$ cat config.mk
export PLATFORM = sky130hd
export DESIGN_NAME = jt49_bus_arb
export DESIGN_NICKNAME = d
export VERILOG_FILES = /design/src/rtl/jt49_pkg.sv /design/src/rtl/jt49_rr_arb2.sv /design/src/rtl/jt49_bus_arb.sv
export SDC_FILE = /design/constraint.sdc
export NUM_CORES = 1
export LEC_CHECK = 0
export ABC_CLOCK_PERIOD_IN_PS = 1900
export CAP_MARGIN = 10
export CORE_MARGIN = 8
export CORE_UTILIZATION = 25
export CTS_BUF_LIST = sky130_fd_sc_hd__clkbuf_8
export DETAILED_ROUTE_END_ITERATION = 7
export PLACE_DENSITY_LB_ADDON = 0.3
export SLEW_MARGIN = 0
export SYNTH_ARGS = -nofsm -noshare
export SYNTH_HDL_FRONTEND = slang
export SYNTH_SLANG_ARGS = --single-unit
$ cat constraint.sdc
create_clock -name clk -period 1.9 [get_ports clk]
set_clock_uncertainty 0.1 [all_clocks]
set_input_delay 0.19 -clock clk [delete_from_list [all_inputs] [get_ports clk]]
set_output_delay 0.19 -clock clk [all_outputs]
set_load 0.005 [all_outputs]
$ cat src/rtl/jt49_pkg.sv
// Shared definitions for the JT49 PSG register-port arbiter: FSM encoding,
// requester ids and PSG register constants.
package jt49_pkg;

  typedef enum logic [1:0] {
    ST_IDLE    = 2'd0,
    ST_ACCESS  = 2'd1,
    ST_CAPTURE = 2'd2,
    ST_GAP     = 2'd3
  } state_t;

  localparam logic OWN_A = 1'b0;
  localparam logic OWN_B = 1'b1;

  // Writing this register restarts the envelope generator
  localparam logic [3:0] ENV_SHAPE = 4'hD;

endpackage

$ cat src/rtl/jt49_rr_arb2.sv
// Two-way arbiter: round-robin or fixed priority (A first), with a last-grant
// pointer that only moves when a grant is actually taken.
module jt49_rr_arb2
  import jt49_pkg::*;
#(
  parameter int FIXED_PRIO = 0
) (
  input  logic       clk,
  input  logic       rst,
  input  logic       i_en,
  input  logic [1:0] i_req,   // bit 0 = A, bit 1 = B
  output logic [1:0] o_gnt
);

  logic r_last;
  logic w_pick_b;

  // B wins when alone, or on a tie when round-robin and A was served last
  assign w_pick_b = i_req[1] & (~i_req[0] | ((FIXED_PRIO == 0) & (r_last == OWN_A)));
  assign o_gnt    = i_en ? {w_pick_b, i_req[0] & ~w_pick_b} : 2'b00;

  always_ff @(posedge clk) begin
    if (rst)
      r_last <= OWN_B;
    else if (|o_gnt)
      r_last <= o_gnt[1];
  end

endmodule

$ cat src/rtl/jt49_bus_arb.sv
// Shares the single JT49 register port between two requesters. Each accepted
// access gives one chip-select cycle, a capture cycle and an optional idle gap.
module jt49_bus_arb
  import jt49_pkg::*;
#(
  parameter int GAP        = 1,
  parameter int FIXED_PRIO = 0
) (
  input  logic       clk,
  input  logic       rst,
  input  logic       a_valid,
  output logic       a_ready,
  input  logic [3:0] a_addr,
  input  logic [7:0] a_din,
  input  logic       a_wr,
  output logic       a_rvalid,
  output logic [7:0] a_rdata,
  input  logic       b_valid,
  output logic       b_ready,
  input  logic [3:0] b_addr,
  input  logic [7:0] b_din,
  input  logic       b_wr,
  output logic       b_rvalid,
  output logic [7:0] b_rdata,
  output logic       psg_cs_n,
  output logic       psg_wr_n,
  output logic [3:0] psg_addr,
  output logic [7:0] psg_din,
  input  logic [7:0] psg_dout,
  output logic       busy
);

  localparam logic [3:0] GAP_LD = (GAP > 0) ? 4'(GAP - 1) : 4'd0;

  state_t     r_state;
  logic       r_own;
  logic       r_wr;
  logic [3:0] r_cnt;
  logic       r_cs_n;
  logic       r_wr_n;
  logic [3:0] r_addr;
  logic [7:0] r_din;
  logic       r_a_rvalid;
  logic       r_b_rvalid;
  logic [7:0] r_a_rdata;
  logic [7:0] r_b_rdata;

  logic [1:0] w_gnt;
  logic       w_en;
  logic       w_wr;
  logic [3:0] w_addr;
  logic [7:0] w_din;

  assign w_en = ~rst & (r_state == ST_IDLE);

  jt49_rr_arb2 #(.FIXED_PRIO(FIXED_PRIO)) u_arb (
    .clk   (clk),
    .rst   (rst),
    .i_en  (w_en),
    .i_req ({b_valid, a_valid}),
    .o_gnt (w_gnt)
  );

  assign a_ready = w_gnt[0];
  assign b_ready = w_gnt[1];
  assign w_wr    = w_gnt[1] ? b_wr   : a_wr;
  assign w_addr  = w_gnt[1] ? b_addr : a_addr;
  assign w_din   = w_gnt[1] ? b_din  : a_din;

  always_ff @(posedge clk) begin
    if (rst) begin
      r_state    <= ST_IDLE;
      r_own      <= OWN_A;
      r_wr       <= 1'b0;
      r_cnt      <= 4'd0;
      r_cs_n     <= 1'b1;
      r_wr_n     <= 1'b1;
      r_addr     <= 4'd0;
      r_din      <= 8'd0;
      r_a_rvalid <= 1'b0;
      r_b_rvalid <= 1'b0;
      r_a_rdata  <= 8'd0;
      r_b_rdata  <= 8'd0;
    end else begin
      r_a_rvalid <= 1'b0;
      r_b_rvalid <= 1'b0;
      r_cs_n     <= 1'b1;
      r_wr_n     <= 1'b1;
      case (r_state)
        ST_IDLE: begin
          if (|w_gnt) begin
            r_state <= ST_ACCESS;
            r_own   <= w_gnt[1];
            r_wr    <= w_wr;
            r_addr  <= w_addr;
            r_din   <= w_din;
            r_cs_n  <= 1'b0;
            r_wr_n  <= ~w_wr;
          end
        end
        ST_ACCESS: r_state <= ST_CAPTURE;
        ST_CAPTURE: begin
          // PSG read data is valid the cycle after chip select
          if (!r_wr) begin
            if (r_own == OWN_B) begin
              r_b_rdata  <= psg_dout;
              r_b_rvalid <= 1'b1;
            end else begin
              r_a_rdata  <= psg_dout;
              r_a_rvalid <= 1'b1;
            end
          end
          if (GAP > 0) begin
            r_state <= ST_GAP;
            r_cnt   <= GAP_LD;
          end else begin
            r_state <= ST_IDLE;
          end
        end
        ST_GAP: begin
          if (r_cnt == 4'd0) r_state <= ST_IDLE;
          else               r_cnt   <= r_cnt - 4'd1;
        end
        default: r_state <= ST_IDLE;
      endcase
    end
  end

  assign psg_cs_n = r_cs_n;
  assign psg_wr_n = r_wr_n;
  assign psg_addr = r_addr;
  assign psg_din  = r_din;
  assign a_rvalid = r_a_rvalid;
  assign b_rvalid = r_b_rvalid;
  assign a_rdata  = r_a_rdata;
  assign b_rdata  = r_b_rdata;
  assign busy     = (r_state != ST_IDLE);

endmodule

==> out/results.ini, run 1 <==
[run_status]
status=finished clean

[global_routing]
antenna_found_initial=0
overflow=0
grtUsageTotal_pct=9.88
grt_start_max_net_pins=28
grt_pass1_wl_um=7630
grt_pass1_vias=1528

[synthesis]
synth_top_area_share_pct=50.0
synth_cell_types=27
syn-num-nets=201
post-synth-top-count-cell=dfxtp_1
synth_area_per_cell_um2=10.3
synth_top_area_cell=dfxtp_1
synth_warnings=0
synth_common_cells=dfxtp_1 (41), nor2_1 (18), mux2i_1 (17), nor3b_1 (15), a221o_1 (13)
synth-seq-cells=41
yosysSeqAreaShare_pct=50.0
postSynthCellCount=159
synth-edff-count=0
async_reset_ff_share_pct=0
synth_flop_cell=dfxtp_1
synth_area_leaders=dfxtp_1 (50%), mux2i_1 (10%), a221o_1 (7.9%), nor3b_1 (6.9%), nor2_1 (4.1%)
syn_area_um2=1640

[clocking]
cts_max_level=2
cts_setup_buffers=0
cts-buffers-inserted=5
cts.sinks=41
cts_max_path_buffers=2
postCtsHoldBufs=0
clk_pin_slew_ns=0.07
tritoncts=yes
cts-root-buf=clkbuf_8
cts_resized=4
clock_latency_ns=0.28

[timing]
max_freq_mhz=563
relSlewSlack_pct=78.3
finalSetupTns_ns=0
finalSetupViolations=0
tightest_slew_ns=0.324
period_needed_ns=1.78
finalCritPeriodShare_pct=93.5
rsz0062_at_grt=false
hold-worst-slack_ns=0.386
hold_violations=0
slew_viol_final=0

[setup_path]
end_kind=register
cp-start-kind=register
crit_type=register to register
cp_max_fo=5
crit_required_ns=2.00
cp.arrival_ns=1.87

[power]
irDropWorstVdd_mv=0.420
p_seq_share_pct=41.5
intPower_mw=1.88
switchingPower_uw=809
swShare_pct=30.1
totalPowerFinal_mw=2.69
p_per_area_nw_per_um2=1050
cellLeakagePower_nw=1.01
combPwrFrac_pct=39.1
pwr-share-clk_pct=19.5

[placement]
gp_congestion=0.666
placed_cell_area_um2=2500
portBuffers=72
dp_hpwl_um=3450

[detailed_routing]
drt-total-wl_um=4590
via_count=1437
antenna_left=0
drc=0
vias_per_cell=4.55
drt_first_pass_iters=4
drt_iter0_markers=77
wire_per_inst_um=14.5

[layout]
final_util_pct=40.6
nNetsFinal=282
drive_gt1_share_pct=9.21
finish.instance_area_um2=2580
insertedDiodeCount=0
area_growth_pct=57.1

[floorplanning]
row_count=29
core-area_um2=6350
dieArea_um2=9410
die_w_um=97
start_util_pct=25.8
num_io_pins=73
die_h_um=97

[hold_path]
min_path_type=register to register

[flow_run]
cap_violations=0

==> registers in the layout, summed over array words and instances (netlist names), 2 cells and up <==
| name | flops |
|---|---|
| a_rdata | 8 |
| b_rdata | 8 |
| psg_addr | 4 |
| psg_din | 8 |
| r_cnt | 4 |
| r_state | 2 |
==> metal layers <==
layer	track usage (%)	vias to the layer above	part of all wire, %
met5	0	-	0
met4	3.91	0	1.1
met3	4.34	4	7.4
met2	14.9	42	44
met1	11.9	659	47
li1	-	732	-
==> power by group through the flow <==
stage                     Combinational (mW)  Clock, mW  Sequential (mW)
after floorplan                        0.493          0             1.14
after global placement                  1.08          0             1.13
after detailed placement                1.09          0             1.13
after CTS                               1.07      0.555             1.12
after global routing                    1.16      0.594             1.14
final                                   1.05      0.524             1.12
==> worst paths after layout <==
kind / from / end / slack [ns] / cells after the start
worst max-delay path: r_cnt[0]$_SDFFE_PP0P_ / r_state[0]$_SDFFE_PP0P_ / 0.12 / 5
worst min-delay path: r_state[1]$_SDFFE_PP0P_ / r_state[1]$_SDFFE_PP0P_ / 0.39 / 2
worst max register to register: r_cnt[0]$_SDFFE_PP0P_ / r_state[0]$_SDFFE_PP0P_ / 0.12 / 5
worst min register to register: r_state[1]$_SDFFE_PP0P_ / r_state[1]$_SDFFE_PP0P_ / 0.39 / 2
==> logic make-up after synthesis <==
| logic type | synth area share [%] |
|---|---|
| AOI/OAI and AO/OA | 13.7 |
| adders and majority gates | 3.05 |
| buffers and inverters | 4.04 |
| DFF | 50.0 |
| muxes | 10.4 |
| and+or+nand+nor | 18.8 |
==> worst max-delay path, cell delays in order (launching register included) <==
cell and delay (ns):
dfxtp_1 0.32, inv_1 0.07, ha_1 0.21, or3b_2 0.50, a22o_1 0.24, a211oi_1 0.25
==> metrics by stage <==
stage	instances	setup WS, ns
after global placement	310	-0.00148
after floorplan	159	0.266
after global routing	316	0.0285
final	316	0.123
after detailed placement	310	-0.0119
after CTS	316	0.119
==> cell usage in the layout (no fill, tap or decap) <==
cell type / count
ha_1: 4
or3b_2: 1
a211oi_1: 2
inv_1: 7
o21a_1: 1
nand3_1: 3
clkbuf_8: 5
dfxtp_1: 40
a31o_2: 1
buf_4: 11
o211ai_1: 3
nand2b_1: 1
clkinv_2: 1
or4b_1: 1
nand4b_1: 1
mux2i_1: 17
or3_1: 3
nor2_1: 18
clkdlybuf4s50_1: 69
nand3b_1: 2
and2_1: 1
a22oi_1: 1
nor2b_1: 1
a21oi_1: 5
a22o_1: 1
nand2_1: 6
dlygate4sd2_1: 3
a221o_1: 13
nor3_2: 1
dfxtp_2: 1
nor3b_1: 14
nor3b_2: 1
==> area by class of cell <==
class,count,area [um2]
sequential,41,822
clock buffer,5,68.8
clock inverter,1,5.00
timing repair buffer,83,800
fill,637,3770
tap,77,96.3
inverter,7,26.3
multi-input combinational,102,758
No activity file was read; power rests on OpenSTA's default activity.
==> inputs of run 2 (changes only) <==
- HOLD_SLACK_MARGIN: unset -> 0.05
==> results of run 2 <==
The final DEF is identical to that of run 1; final timing and power are the same.
==> inputs of run 3 (changes only) <==
- CORE_MARGIN: 8 -> unset
- GPL_ROUTABILITY_DRIVEN: unset -> 0
==> out/results.ini, run 3 (synthesis results as in run 1) <==
[run_status]
status=finished clean

[setup_path]
path_buf_inv=1
slowest_delay_ns=0.50
slowest_stage=or3b_2
cp.arrival_ns=1.85
reg2reg_from=r_cnt[0]$_SDFFE_PP0P_
end_kind=register
crit_type=register to register
r2r-end=r_state[0]$_SDFFE_PP0P_
crit_chain=inv_1 > ha_1 > or3b_2 > a22o_1 > a211oi_1
path_depth=5
reg2reg_slack_ns=0.15
reg2regPathDepth=5
cp_max_fo=5
path_delay_family=simple AND/OR/NAND/NOR gates
cp-start-kind=register
crit_required_ns=2.00

[layout]
layout_common_cells=clkdlybuf4s50_1 (69), dfxtp_1 (39), nor2_1 (18)
ff_latch_area_um2=823
nNetsFinal=283
multiInputGateArea_um2=764
drive_gt1_share_pct=11.2
insertedDiodeCount=0
area_growth_pct=60.0
fillers=626
finish.instance_area_um2=2620
final_common_cell=clkdlybuf4s50_1

[global_routing]
overflow=0
grt_start_max_net_pins=21
grt_pass1_wl_um=6990
antenna_found_initial=0
grtUsageTotal_pct=12.6
grt_pass1_vias=1543

[floorplanning]
dieArea_um2=6890
num_io_pins=73
die_h_um=83
core-area_um2=6350
die_w_um=83
row_count=29
start_util_pct=25.8

[timing]
finalSetupViolations=0
period_needed_ns=1.75
slew_viol_final=0
rsz0062_at_grt=false
tightest_slew_ns=0.341
hold_violations=0
finalCritPeriodShare_pct=92.1
finalSetupTns_ns=0
max_freq_mhz=572
relSlewSlack_pct=77.2

[placement]
dp_hpwl_um=3030
placed_cell_area_um2=2520
portBuffers=72

[detailed_routing]
vias_per_cell=4.61
wire_per_inst_um=12.9
drc=0
drt_iter0_markers=67
drt_first_pass_iters=4
antenna_left=0
drt-total-wl_um=4090
via_count=1466

[clocking]
clk_pin_slew_ns=0.07
cts_max_level=2
tritoncts=yes
cts-buffers-inserted=5
cts.sinks=41
cts-root-buf=clkbuf_8
cts_max_path_buffers=2
cts_setup_buffers=0
clock_latency_ns=0.29

[hold_path]
worstHoldEndpoint=r_state[1]$_SDFFE_PP0P_
min_path_type=register to register
worstHoldStart=r_state[1]$_SDFFE_PP0P_
hold_path_depth=2

[flow_run]
cap_violations=0

[power]
p_per_area_nw_per_um2=1070
irDropWorstVdd_mv=0.504
cellLeakagePower_nw=1.03

## run 3: cell count changes in the layout (fill, tap and decap cells not counted), sizes merged
cell,delta
buf,+1
clkbuf,+1
clkinv,-1
clkinvlp,+1
dlygate4sd2,-1
dlymetal6s2s,+1
## run 3: what timing repair did
action,CTS,global route
cloned,0,0
setup endpoints to repair,3,1
resized for setup,6,1
hold buffers,0,0
## run 3: area by class of cell
cell class,count,area share (%)
Clock inverter,1,0.286
Inverter,7,1.00
Clock buffer,6,3.15
Multi-Input combinational cell,102,29.1
Timing Repair Buffer,84,31.4
Sequential cell,41,31.4
Tap cell,77,3.67
## run 3: worst reg2reg max path, cell delays in order (launching register included)
cell      delay [ns]
dfxtp_1         0.32
inv_1           0.08
ha_1            0.21
or3b_2          0.50
a22o_1          0.23
a211oi_1        0.23
## run 3: worst max-delay path by stage
stage	startpoint	endpoint	slack [ns]
after floorplan	r_state[1]$_SDFFE_PP0P_	r_cnt[3]$_SDFFE_PP0P_	0.27
after global placement	rst	b_ready	0.03
after detailed placement	rst	b_ready	0.05
after CTS	r_state[0]$_SDFFE_PP0P_	busy	0.002
after global routing	r_cnt[0]$_SDFFE_PP0P_	r_state[0]$_SDFFE_PP0P_	0.02
final	r_cnt[0]$_SDFFE_PP0P_	r_state[0]$_SDFFE_PP0P_	0.15
## run 3: per-layer routing
metal / GRT usage, % / part of all wire [%]
met1: 14.4 / 44
met2: 21.3 / 46
met3: 5.27 / 8.1
met4: 4.23 / 1.4
met5: 0 / 0
## run 3: power breakdown
group | total, mW | internal [mW] | switching (mW)
clock | 0.585 | 0.287 | 0.297
combinational | 1.09 | 0.655 | 0.439
sequential | 1.12 | 1.03 | 0.0874
total | 2.80 | 1.98 | 0.823
## run 3: stage by stage
stage / utilization [%] / setup WS (ns) / total power, mW / std cells / hold slack (ns)
6_report: 41.3 / 0.151 / 2.80 / 318 / 0.390
5_1_grt: 41.3 / 0.0212 / 2.98 / 318 / 0.389
4_1_cts: 41.3 / 0.00240 / 2.84 / 318 / 0.390
3_5_place_dp: 39.8 / 0.0489 / 2.24 / 311 / 0.386
3_3_place_gp: 39.8 / 0.0283 / 2.23 / 311 / 0.372
2_1_floorplan: - / 0.266 / 1.63 / 159 / 0.190
